## src/rtl/mem_reader_pkg.sv

```systemverilog
// Shared encodings and default widths for the result-memory unload path.
package mem_reader_pkg;

   localparam int unsigned NAWIDTH_DEFAULT = 2;
   localparam int unsigned NDWIDTH_DEFAULT = 8;

   typedef enum logic [1:0] {
      IDLE  = 2'b00,
      FETCH = 2'b01,
      SEND  = 2'b10,
      HALT  = 2'b11
   } state_e;

endpackage

```

## src/rtl/mem_reader_mem.sv

```systemverilog
// Synchronous single-port memory: registered read, storage itself is never reset.
module mem
   import mem_reader_pkg::*;
#(
   parameter int unsigned Nawidth = NAWIDTH_DEFAULT,
   parameter int unsigned Ndwidth = NDWIDTH_DEFAULT
) (
   input  logic               clock,
   input  logic               Reset,
   input  logic               we,
   input  logic               re,
   input  logic [Nawidth-1:0] addr,
   input  logic [Ndwidth-1:0] din,
   output logic [Ndwidth-1:0] dout
);

   localparam int unsigned Depth = 2**Nawidth;

   logic [Ndwidth-1:0] store [Depth];

   always_ff @(posedge clock) begin
      if (we) begin
         store[addr] <= din;
      end
   end

   // Read register holds its last word when idle so the output never goes unknown.
   always_ff @(posedge clock or posedge Reset) begin
      if (Reset) begin
         dout <= '0;
      end else if (re) begin
         dout <= store[addr];
      end
   end

endmodule

```

## src/rtl/mem_reader.sv

```systemverilog
// Streams the whole result memory out with a Valid/Ready handshake, one word per two cycles.
module mem_reader
   import mem_reader_pkg::*;
#(
   parameter int unsigned Nawidth = NAWIDTH_DEFAULT,
   parameter int unsigned Ndwidth = NDWIDTH_DEFAULT
) (
   input  logic               clock,
   input  logic               Reset,
   input  logic               Init,
   input  logic               Start,
   input  logic               WEIn,
   input  logic [Nawidth-1:0] AddrIn,
   input  logic [Ndwidth-1:0] DataIn,
   output logic [Ndwidth-1:0] DataOut,
   output logic               Valid,
   input  logic               Ready,
   output logic               Last,
   output logic               Busy,
   output logic               Done
);

   localparam logic [Nawidth-1:0] AddrLast = '1;

   state_e             state_q;
   state_e             state_d;
   logic [Nawidth-1:0] addr_r;
   logic [Nawidth-1:0] addr_d;
   logic               busy_c;
   logic               mem_we_c;
   logic [Nawidth-1:0] mem_addr_c;

   // Producer owns the memory port while idle or halted; the read counter owns it otherwise.
   assign busy_c     = (state_q == FETCH) || (state_q == SEND);
   assign mem_addr_c = busy_c ? addr_r : AddrIn;
   assign mem_we_c   = WEIn && !Init && !busy_c;

   mem #(
      .Nawidth (Nawidth),
      .Ndwidth (Ndwidth)
   ) u_mem (
      .clock (clock),
      .Reset (Reset),
      .we    (mem_we_c),
      .re    (busy_c),
      .addr  (mem_addr_c),
      .din   (DataIn),
      .dout  (DataOut)
   );

   always_ff @(posedge clock or posedge Reset) begin
      if (Reset) begin
         state_q <= IDLE;
         addr_r  <= '0;
         Valid   <= 1'b0;
         Last    <= 1'b0;
         Busy    <= 1'b0;
         Done    <= 1'b0;
      end else begin
         state_q <= state_d;
         addr_r  <= addr_d;
         Valid   <= (state_d == SEND);
         Last    <= (state_d == SEND) && (addr_d == AddrLast);
         Busy    <= (state_d == FETCH) || (state_d == SEND);
         Done    <= (state_d == HALT);
      end
   end

   // Init overrides every other input; a word leaves SEND only on Ready.
   always_comb begin
      state_d = state_q;
      addr_d  = addr_r;
      if (Init) begin
         state_d = IDLE;
         addr_d  = '0;
      end else begin
         case (state_q)
            IDLE, HALT: begin
               if (Start) begin
                  state_d = FETCH;
                  addr_d  = '0;
               end
            end
            FETCH: begin
               state_d = SEND;
            end
            SEND: begin
               if (Ready) begin
                  if (addr_r == AddrLast) begin
                     state_d = HALT;
                     addr_d  = '0;
                  end else begin
                     state_d = FETCH;
                     addr_d  = addr_r + Nawidth'(1);
                  end
               end
            end
            default: begin
               state_d = IDLE;
               addr_d  = '0;
            end
         endcase
      end
   end

endmodule

```

## config.mk

```make
export PLATFORM = sky130hd
export DESIGN_NAME = mem_reader
export DESIGN_NICKNAME = d
export VERILOG_FILES = /design/src/rtl/mem_reader_pkg.sv /design/src/rtl/mem_reader_mem.sv /design/src/rtl/mem_reader.sv
export SDC_FILE = /design/constraint.sdc
export NUM_CORES = 1
export LEC_CHECK = 0
export ABC_AREA = 1
export BUFFER_PORTS_ARGS = -buffer_cell sky130_fd_sc_hd__clkbuf_2
export CAP_MARGIN = 20
export CORE_UTILIZATION = 45
export DETAILED_ROUTE_END_ITERATION = 7
export MAX_ROUTING_LAYER = met4
export PLACE_DENSITY_LB_ADDON = 0.12
export SYNTH_ARGS = -nofsm -noshare
export SYNTH_HDL_FRONTEND = slang
export SYNTH_SLANG_ARGS = --single-unit
```

## constraint.sdc

```tcl
create_clock -name clock -period 5.26 [get_ports clock]
set_input_delay 1.052 -clock clock [delete_from_list [all_inputs] [get_ports clock]]
set_output_delay 1.052 -clock clock [all_outputs]
set_load 0.05 [all_outputs]
```

==> impl_results.rst, run 1 <==
.. list-table::
   :header-rows: 1

   * - Metric
     - Value
   * - Post-synthesis instance total
     - 210
   * - Setup slack after layout
     - 2120 ps
   * - F_max
     - 319 MHz
   * - Wire length of the first global-routing pass
     - 7.07 mm
   * - Clk_lat worst skew
     - 300 ps
   * - Post-Syn Nets
     - 232
   * - Post-CTS resize count
     - 0
   * - Crit-path max FO
     - 17
   * - Cell chain of the critical path
     - inv_1 > ha_1 > o21ai_1 > inv_2 > nor3_1
   * - Synth async-reset ratio
     - 0.333
   * - Die boundary height
     - 71.0 um
   * - Initial DRC Count
     - 90
   * - CTS HTree Levels
     - 2
   * - Number of synthesized flops with an enable pin
     - 32
   * - Master cell of the clock root buffer
     - clkbuf_8
   * - Grt met2 use
     - 0.342
   * - Cell with the largest stage delay on the worst path
     - nor3_1
   * - Delay of the slowest cell on the worst path
     - 810 ps
   * - Hpwl dp
     - 3.20 mm
   * - Worst rel slew slack
     - 0.307
   * - Violations in the final reports
     - design-rule violations
   * - Number of hold buffers added after CTS
     - 0
   * - Count of nets after finishing
     - 260
   * - Area Overhead vs Synth
     - 12.4%
   * - Slew Limit Fails
     - 0
   * - Class of the worst hold path
     - reg2reg
   * - Number of antenna violations at the first check in global routing
     - 0
   * - Synthesis warning total
     - 0
   * - Power per standard cell area
     - 565 nW/um^2
   * - Routing usage on met3
     - 0.0456
   * - Die area
     - 5040 sq um
   * - Die boundary width
     - 71.0 um
   * - Routed wire length
     - 4.32 mm
   * - Number of diodes added for antenna fixing
     - 0
   * - Predominant post-synthesis flop cell
     - edfxtp_1
   * - Total routing resource utilization after global routing
     - 0.199
   * - Time the worst path needs with I/O delays and setup
     - 3140 ps
   * - Synth Area per Inst
     - 10.2 sq um
   * - Number of standard cells in the final layout excluding fillers
     - 291
   * - Run status
     - finished with violations
   * - Required time at the worst-slack endpoint
     - 5190 ps
   * - Total vias in the final route
     - 1,466
   * - Worst slack at placement
     - 2080 ps
   * - Setup repair after global routing missed its margin
     - false
   * - Number of hold violations in the final report
     - 0
   * - Setup total negative slack
     - 0 ps
   * - Routability congestion estimate from global placement
     - 0.910
   * - Via-per-instance ratio
     - 5.04
   * - Final setup violation count
     - 0
   * - Fraction of final layout cells sized beyond drive strength 1
     - 0.176
   * - Maximum number of pins on one net before global-route repair
     - 18
   * - Tot Pwr
     - 1.36 mW
   * - Total instance count after detailed placement
     - 282
   * - Yosys cell types
     - 23
   * - Share of the yosys chip area belonging to registers
     - 0.635
   * - Number of nets with antenna violations after detailed routing
     - 0
   * - Startpoint-to-endpoint class of the critical path
     - reg2reg
   * - Num Clock Sinks
     - 48
   * - Max cap viols
     - 0
   * - Final clock period utilization by the worst path
     - 0.596
   * - Static leakage
     - 1.14 nW
   * - Maximum buffer depth of the clock tree
     - 2
   * - I/O pin cnt
     - 28
   * - Fraction of met1 tracks used by global routing
     - 0.227
   * - DRC errors left
     - 4
   * - Buffer count from post-CTS setup fixing
     - 0
   * - Effective utilization at floorplan
     - 0.479
   * - Measured slew at the worst slew-check pin
     - 1030 ps
   * - First-pass detailed-route iteration total
     - 6
   * - Mapped Area
     - 2140 sq um
   * - Top Usage Layer GRT
     - met2
   * - Row cnt
     - 24
   * - Via count of the first global-routing pass
     - 1,494
   * - Setup clock skew after layout
     - 9.13 ps
   * - Standard cell core area
     - 4470 sq um
   * - Type of origin of the critical path
     - flip-flop
   * - Worst Path Arrival
     - 3070 ps
   * - Max VDD drop
     - 0.257 mV
   * - CTS tree
     - done
   * - Total grt overflow
     - 0
   * - Number of CTS-inserted buffers
     - 5
   * - Reg clk slew, reported paths
     - 90 ps
   * - Largest delay contributor family on the critical path
     - simple AND/OR/NAND/NOR gates
   * - Sum of buffers and inverters on the critical path
     - 2
   * - Register bit total from synthesis
     - 48
   * - Routed wire length per instance
     - 14.8 um
   * - Sort of element at the end of the critical path
     - flip-flop
   * - Port Buf Inserts
     - 27
## cell type report
cell class	count	area, sq um
clock buffer	5	68.8
clock inverter	3	46.3
fill	416	2060
inverter	15	61.3
multi-input combinational	140	664
sequential	48	1360
tap	52	65.1
timing repair buffer	28	143
## cells in the mapped netlist, drive strengths merged, types with 2 or more instances
master | count | area, sq um
buf | 7 | 56.3
dfrtp | 16 | 400
edfxtp | 32 | 961
ha | 6 | 75.1
inv | 15 | 61.3
nand2 | 91 | 370
nand3 | 28 | 140
nor2 | 2 | 7.51
nor3 | 4 | 20.0
o21ai | 4 | 20.0
## logic make-up after synthesis
logic type,share of synthesized area
simple gates,0.257
flops,0.635
buf+inv,0.0549
compound gates,0.0181
fa+ha+maj,0.0350
## placed cells by master, fill, tap and decap left out, drive strengths merged, types with 2 or more instances in the layout
master	n
clkbuf	33
nand2	91
nor2	2
ha	6
nor3	4
inv	16
edfxtp	32
o21ai	4
dfrtp	16
nand3	28
## power breakdown
group          total (mW)  switching [mW]  leakage, nW  internal [mW]
registers           0.499          0.0271        0.498          0.472
clock network       0.268           0.124       0.0548          0.143
logic               0.595           0.445        0.587          0.150
total                1.36           0.597         1.14          0.765
## worst register-to-register path: stages, from the launching register on
cell,delay (ps)
dfrtp_1,400
inv_1,70
ha_1,550
o21ai_1,740
inv_2,200
nor3_1,810
## path summary, 6_finish.rpt
kind,cells past startpoint,start,endpoint,slack [ps]
max,5,state_q[0],u_mem.store[3][2],2120
min,2,u_mem.dout[0],u_mem.dout[0],490
max reg2reg,5,state_q[0],u_mem.store[3][2],2120
min reg2reg,2,u_mem.dout[0],u_mem.dout[0],490
max in group asynchronous,2,Reset,addr_r[1],4060
min in group asynchronous,2,Reset,u_mem.dout[0],800
## layer usage
layer	routed length [um]	vias to the layer above
met2	2120	39
li1	-	746
met4	66	0
met5	0	-
met1	1930	675
met3	200	6
## sequential cells by signal (all words and copies together) (netlist names)
signal and count:
Valid 1, u_mem.store 32, Busy 1, state_q 2, Done 1, addr_r 2
u_mem.dout 8, Last 1
## metrics by stage
stage | hold slack, ps | utilization | area, sq um
detailed placement | 469 | 0.511 | 2290
global route | 527 | 0.539 | 2410
global placement | 464 | 0.511 | 2290
CTS | 493 | 0.537 | 2400
floorplan | 566 | - | 2140
finish | 490 | 0.539 | 2410
(Power assumes the default switching activity.)
==> run 2: changes to the inputs <==
==> constraint.sdc (replaced) <==
create_clock -name clock -period 2.5 [get_ports clock]
set_input_delay 0.5 -clock clock [delete_from_list [all_inputs] [get_ports clock]]
set_output_delay 0.5 -clock clock [all_outputs]
set_load 0.05 [all_outputs]
==> run 2 against run 1 <==
Against the previous run:
- the run still ends with design-rule violations left
- clock-buffer cell count is the same
- total power grew 110%
- global-route usage decreased by 0.72 points
- sequential cell count unchanged
- register-to-register slack lost 1800 ps
- hold slack worse by 250 ps
- combinational power grew 110%
- final cell count increased by 1.7%
- clock skew down 4.1 ps
- sequential share of layout area shrank 0.78 points
- core utilization is 0.75 points higher
- critical path type unchanged
- critical endpoint unchanged
==> impl_results.rst, run 2 (synthesis results as in run 1) <==
.. list-table::
   :header-rows: 1

   * - Metric
     - Value
   * - Run status
     - finished with violations
   * - Violations in the final reports
     - design-rule violations
   * - Number of flip-flops under the largest register name
     - 32
   * - CTS HTree Levels
     - 2
   * - Grt met2 use
     - 0.306
   * - I/O pin cnt
     - 28
   * - Setup clock skew after layout
     - 5.05 ps
   * - Max VDD drop
     - 0.421 mV
   * - Total grt overflow
     - 0
   * - Worst rel slew slack
     - 0.595
   * - Wire length of the first global-routing pass
     - 6.90 mm
   * - Slew Limit Fails
     - 0
   * - Hpwl dp
     - 3.19 mm
   * - Utilization after layout
     - 0.546
   * - Via-per-instance ratio
     - 4.95
   * - Cell with the largest stage delay on the worst path
     - ha_1
   * - Worst path most repeated cell
     - inv_1
   * - Final clock period utilization by the worst path
     - 0.869
   * - Routed wire length per instance
     - 14.3 um
   * - Number of antenna violations at the first check in global routing
     - 0
   * - Effective utilization at floorplan
     - 0.479
   * - Part of the total power dissipated in the clock network
     - 0.190
   * - Most flop-heavy register
     - u_mem.store
   * - Static leakage
     - 1.17 nW
   * - Port Buf Inserts
     - 27
   * - Total instance count after detailed placement
     - 288
   * - Cell chain of the critical path
     - inv_1 > ha_1 > nand2_4 > nand2_2 > inv_1 > nor3_1 > buf_4
   * - Routability congestion estimate from global placement
     - 0.885
   * - Worst Path Arrival
     - 2180 ps
   * - Leading cell type in the layout, fill and taps excluded
     - nand2_1
   * - Count of filler cells inserted in the layout
     - 401
   * - Number of hold violations in the final report
     - 0
   * - Die boundary height
     - 71.0 um
   * - Die boundary width
     - 71.0 um
   * - Setup repair after global routing missed its margin
     - false
   * - First-pass detailed-route iteration total
     - 6
   * - Count of nets after finishing
     - 265
   * - Buffer count from post-CTS setup fixing
     - 0
   * - Top Usage Layer GRT
     - met2
   * - Type of origin of the critical path
     - flip-flop
   * - Required time at the worst-slack endpoint
     - 2510 ps
   * - Routing usage on met3
     - 0.0442
   * - F_max
     - 460 MHz
   * - Post-place instance area
     - 2330 sq um
   * - Initial DRC Count
     - 83
   * - Master cell of the clock root buffer
     - clkbuf_8
   * - Class of the worst hold path
     - in2async
   * - Time the worst path needs with I/O delays and setup
     - 2170 ps
   * - Post-CTS resize count
     - 0
   * - Setup total negative slack
     - 0 ps
   * - Comb power frac
     - 0.443
   * - Row cnt
     - 24
   * - Switching power as a share of total power
     - 0.429
   * - Relative contribution of sequential cells to total power
     - 0.367
   * - CTS tree
     - done
   * - Area Overhead vs Synth
     - 14.0%
   * - Leading registers by flop count
     - u_mem.store (32), u_mem.dout (8)
   * - Delay of the slowest cell on the worst path
     - 530 ps
   * - Switching power
     - 1.23 mW
   * - Number of hold buffers added after CTS
     - 0
   * - Fraction of final layout cells sized beyond drive strength 1
     - 0.193
   * - Total vias in the final route
     - 1,465
   * - Number of diodes added for antenna fixing
     - 0
   * - Maximum number of pins on one net before global-route repair
     - 18
   * - Final setup violation count
     - 0
   * - Area of all placed cells without fillers
     - 2440 sq um
   * - Power per standard cell area
     - 1170 nW/um^2
   * - Maximum buffer depth of the clock tree
     - 2
   * - Fraction of met1 tracks used by global routing
     - 0.240
   * - Sort of element at the end of the critical path
     - flip-flop
   * - Standard cell core area
     - 4470 sq um
   * - Routed wire length
     - 4.23 mm
   * - Total routing resource utilization after global routing
     - 0.192
   * - Max cap viols
     - 0
   * - Number of CTS-inserted buffers
     - 5
   * - Highest-count cells in the layout ignoring fill and taps
     - nand2_1, edfxtp_1, nand3_1
   * - Measured slew at the worst slew-check pin
     - 607 ps
   * - Startpoint-to-endpoint class of the critical path
     - reg2reg
   * - Clk_lat worst skew
     - 300 ps
   * - Die area
     - 5040 sq um
   * - Number of standard cells in the final layout excluding fillers
     - 296
   * - Number of nets with antenna violations after detailed routing
     - 0
   * - Crit-path max FO
     - 17
   * - P_int
     - 1.64 mW
   * - Via count of the first global-routing pass
     - 1,425
   * - Num Clock Sinks
     - 48
   * - Reg clk slew, reported paths
     - 80 ps
   * - DRC errors left
     - 4
## run 2: area by class of cell
cell class	count	area, sq um	share of cell area
flip-flops and latches	48	1360	0.557
multi-input cells	140	664	0.272
repair buffers	33	180	0.0737
clock buffers	5	68.8	0.0282
well taps	52	65.1	0.0266
inverters	15	61.3	0.0251
clock inverters	3	42.5	0.0174
## run 2: final timing paths
| check | from | endpoint | slack, ps | depth (start not counted) |
|---|---|---|---|---|
| min in group clock | DataIn[2] | u_mem.store[0][2] | 440 | 1 |
| min reg2reg | u_mem.dout[6] | u_mem.dout[6] | 480 | 2 |
| max reg2reg | state_q[0] | u_mem.store[3][2] | 330 | 7 |
| min | Reset | u_mem.dout[7] | 240 | 2 |
| max | state_q[0] | u_mem.store[3][2] | 330 | 7 |
| max in group asynchronous | Reset | addr_r[0] | 1870 | 2 |
## run 2: routing by layer
| metal | share of wire | wire (um) | vias up |
|---|---|---|---|
| met5 | 0 | 0 | - |
| met4 | 0.024 | 102 | 0 |
| met3 | 0.051 | 218 | 11 |
| met2 | 0.45 | 1930 | 48 |
| met1 | 0.47 | 1990 | 648 |
| li1 | - | - | 758 |
## run 2: power groups by stage
| stage | sequential, mW | combinational [mW] | clock, mW |
|---|---|---|---|
| floorplan | 1.33 | 0.765 | 0 |
| global placement | 1.07 | 1.27 | 0 |
| detailed placement | 1.07 | 1.27 | 0 |
| CTS | 1.05 | 1.28 | 0.558 |
| global route | 1.07 | 1.42 | 0.585 |
| finish | 1.05 | 1.27 | 0.545 |
## run 2: per-stage QoR
step / power (mW) / worst slack [ps] / hold WS (ps)
4_1_cts: 2.89 / 338 / 261
5_1_grt: 3.08 / 186 / 295
6_report: 2.87 / 327 / 241
3_3_place_gp: 2.33 / 403 / 462
3_5_place_dp: 2.34 / 362 / 466
2_1_floorplan: 2.09 / 268 / 414
## run 2: worst max-delay path, delay by kind of cell (launching register included)
family,cells,cell delay [ps]
adders and majority gates,1,530
buffers and inverters,3,350
DFF,1,400
and+or+nand+nor,3,600
==> run 3: changes to the inputs <==
--- a/config.mk
+++ b/config.mk
@@ -8,10 +8,13 @@
 export ABC_AREA = 1
 export BUFFER_PORTS_ARGS = -buffer_cell sky130_fd_sc_hd__clkbuf_2
 export CAP_MARGIN = 20
+export CORE_MARGIN = 10
 export CORE_UTILIZATION = 45
 export DETAILED_ROUTE_END_ITERATION = 7
+export GPL_TIMING_DRIVEN = 0
 export MAX_ROUTING_LAYER = met4
 export PLACE_DENSITY_LB_ADDON = 0.12
 export SYNTH_ARGS = -nofsm -noshare
 export SYNTH_HDL_FRONTEND = slang
+export SYNTH_HIERARCHICAL = 1
 export SYNTH_SLANG_ARGS = --single-unit
==> run 3 against run 2 <==
Against the previous run:
- the run now ends clean
- first-iteration DRC count is 12% lower
- hold slack worse by 100 ps
- sequential cell count is the same
- critical path type unchanged
- critical endpoint is now u_mem/store[3][7]
- largest power group is now registers
==> impl_results.rst, run 3 <==
.. list-table::
   :header-rows: 1

   * - Metric
     - Value
   * - Run status
     - finished clean
   * - Cell accounting for the most synthesized area
     - edfxtp_1
   * - Most used standard cell by instance count after synthesis
     - nand2_1
   * - Port Buf Inserts
     - 27
   * - I/O pin cnt
     - 28
   * - Number of synthesized flops with an enable pin
     - 32
   * - CTS HTree Levels
     - 2
   * - Row cnt
     - 25
   * - Yosys cell types
     - 24
   * - Total routing resource utilization after global routing
     - 0.113
   * - Predominant post-synthesis flop cell
     - edfxtp_1
   * - Worst hold margin
     - 140 ps
   * - Depth of the worst register-to-register path
     - 9
   * - Class of the worst hold path
     - in2async
   * - Synthesis warning total
     - 6
   * - Synth async-reset ratio
     - 0.333
   * - Critical register-to-register path endpoint
     - u_mem/store[3][7]
   * - Reg clk slew, reported paths
     - 80 ps
   * - Time the worst path needs with I/O delays and setup
     - 2360 ps
   * - Utilization after layout
     - 0.541
   * - Yosys top cell area share
     - 0.445
   * - Share of the yosys chip area belonging to registers
     - 0.630
   * - Number of flip-flops under the largest register name
     - 32
   * - Top cells by count, synth
     - nand2_1, edfxtp_1, dfrtp_1
   * - Required time at the worst-slack endpoint
     - 2510 ps
   * - Master cell of the clock root buffer
     - clkbuf_8
   * - Max cap viols
     - 0
   * - Sort of element at the end of the critical path
     - flip-flop
   * - Clk_lat worst skew
     - 290 ps
   * - Die area
     - 7970 sq um
   * - DRC errors left
     - 0
   * - Measured slew at the worst slew-check pin
     - 397 ps
   * - Via-per-instance ratio
     - 4.73
   * - F_max
     - 425 MHz
   * - Worst Path Arrival
     - 2360 ps
   * - Worst reg2reg startpoint
     - state_q[0]
   * - Leading registers by flop count
     - u_mem/store (32), u_mem/dout (8)
   * - Leading cell type in the layout, fill and taps excluded
     - nand2_1
   * - CTS tree
     - done
   * - Number of diodes added for antenna fixing
     - 0
   * - Number of hold violations in the final report
     - 0
   * - Type of origin of the critical path
     - flip-flop
   * - Num Clock Sinks
     - 48
   * - Synth Area per Inst
     - 10.2 sq um
   * - Wire length of the first global-routing pass
     - 6.54 mm
   * - Post-synthesis instance total
     - 211
   * - Power per standard cell area
     - 926 nW/um^2
   * - Routed wire length per instance
     - 13.2 um
   * - Die boundary height
     - 89.3 um
   * - Highest-count cells in the layout ignoring fill and taps
     - nand2_1, edfxtp_1, clkbuf_2
   * - Routability congestion estimate from global placement
     - 0.755
   * - Total vias in the final route
     - 1,437
   * - Die boundary width
     - 89.3 um
   * - Via count of the first global-routing pass
     - 1,374
   * - Setup clock skew after layout
     - 5.40 ps
   * - Worst reg-to-reg setup slack
     - 140 ps
   * - First-pass detailed-route iteration total
     - 5
   * - Worst rel slew slack
     - 0.734
   * - Synth top area cells
     - edfxtp_1, dfrtp_1, nand2_1
   * - Crit-path max FO
     - 10
   * - Number of CTS-inserted buffers
     - 5
   * - Max VDD drop
     - 0.461 mV
   * - Area Overhead vs Synth
     - 17.4%
   * - Count of nets after finishing
     - 271
   * - Standard cell core area
     - 4690 sq um
   * - Total grt overflow
     - 0
   * - Effective utilization at floorplan
     - 0.460
   * - Mapped Area
     - 2160 sq um
   * - Initial DRC Count
     - 73
   * - Fraction of final layout cells sized beyond drive strength 1
     - 0.252
   * - Number of nets with antenna violations after detailed routing
     - 0
   * - Routed wire length
     - 4.02 mm
   * - Maximum number of pins on one net before global-route repair
     - 15
   * - Post-Syn Nets
     - 233
   * - Buffer count from post-CTS setup fixing
     - 0
   * - Register bit total from synthesis
     - 48
   * - Hpwl dp
     - 3.08 mm
   * - Final clock period utilization by the worst path
     - 0.942
   * - Number of antenna violations at the first check in global routing
     - 0
   * - Startpoint-to-endpoint class of the critical path
     - reg2reg
   * - Maximum buffer depth of the clock tree
     - 2
   * - Slew Limit Fails
     - 0
   * - Static leakage
     - 1.22 nW
   * - Most flop-heavy register
     - u_mem/store
   * - Final setup violation count
     - 0
   * - Setup repair after global routing missed its margin
     - false
[run 3: power breakdown]
part	switching, mW	leakage (nW)	internal [mW]	total, mW
Combinational	0.592	0.666	0.236	0.829
Sequential	0.0446	0.498	0.951	0.995
Clock	0.228	0.0552	0.296	0.525
[run 3: per-stage QoR]
stage	cells	TNS [ps]	worst slack, ps	power [mW]	area [sq um]
6_report	304	0	145	2.35	2540
5_1_grt	304	0	31.2	2.51	2540
4_1_cts	304	0	9.21	2.37	2520
3_5_place_dp	296	-4100	-433	1.83	2390
3_3_place_gp	292	-14170	-574	1.82	2360
2_1_floorplan	211	0	63.3	1.63	2160
[run 3: layer usage]
metal	track usage	vias to the layer above	part of all wire
met2	0.172	26	0.47
met1	0.144	655	0.47
li1	-	751	-
met4	0.0260	0	0.0067
met3	0.0337	5	0.051
met5	-	-	0
[run 3: timing repair]
action,in CTS,in global routing
setup endpoints to repair,21,17
gates resized for setup,4,4
gates cloned,0,0
hold buffers,0,0
[run 3: critical path, cell delays in order (launching register included)]
cell     delay [ps]
dfrtp_1         410
inv_1            70
ha_1            300
buf_6           150
o21ai_0         200
buf_6           200
inv_8            60
buf_8           150
nor3_4          290
buf_4           220
[run 3: cell type report]
| type | instances | area [sq um] |
|---|---|---|
| plain buffers | 7 | 92.6 |
| clock buffers | 6 | 72.6 |
| clock inverters | 2 | 35.0 |
| fillers | 431 | 2160 |
| inverters | 19 | 80.1 |
| multi-input cells | 137 | 664 |
| flip-flops and latches | 48 | 1360 |
| well taps | 54 | 67.6 |
| repair buffers | 31 | 163 |
[run 3: kinds of logic (layout without fill, tap and decap cells)]
kind of cell    count (synthesis)  count (layout)  synth area share
simple gates                  125             125             0.239
compound gates                  6               6            0.0162
buf+inv                        26              65            0.0799
flops                          48              48             0.630
fa+ha+maj                       6               6            0.0348
[run 3: how the worst max path moves through the flow]
stage                from           endpoint  slack (ps)  cells after the start
3_5_place_dp   state_q[0]  u_mem/store[2][7]        -430                      8
3_3_place_gp   state_q[0]  u_mem/store[2][4]        -570                      7
2_1_floorplan  state_q[0]  u_mem/store[3][0]          60                      7
5_1_grt        state_q[0]  u_mem/store[3][7]          30                      9
4_1_cts        state_q[0]  u_mem/store[0][7]           9                      9
6_report       state_q[0]  u_mem/store[3][7]         140                      9
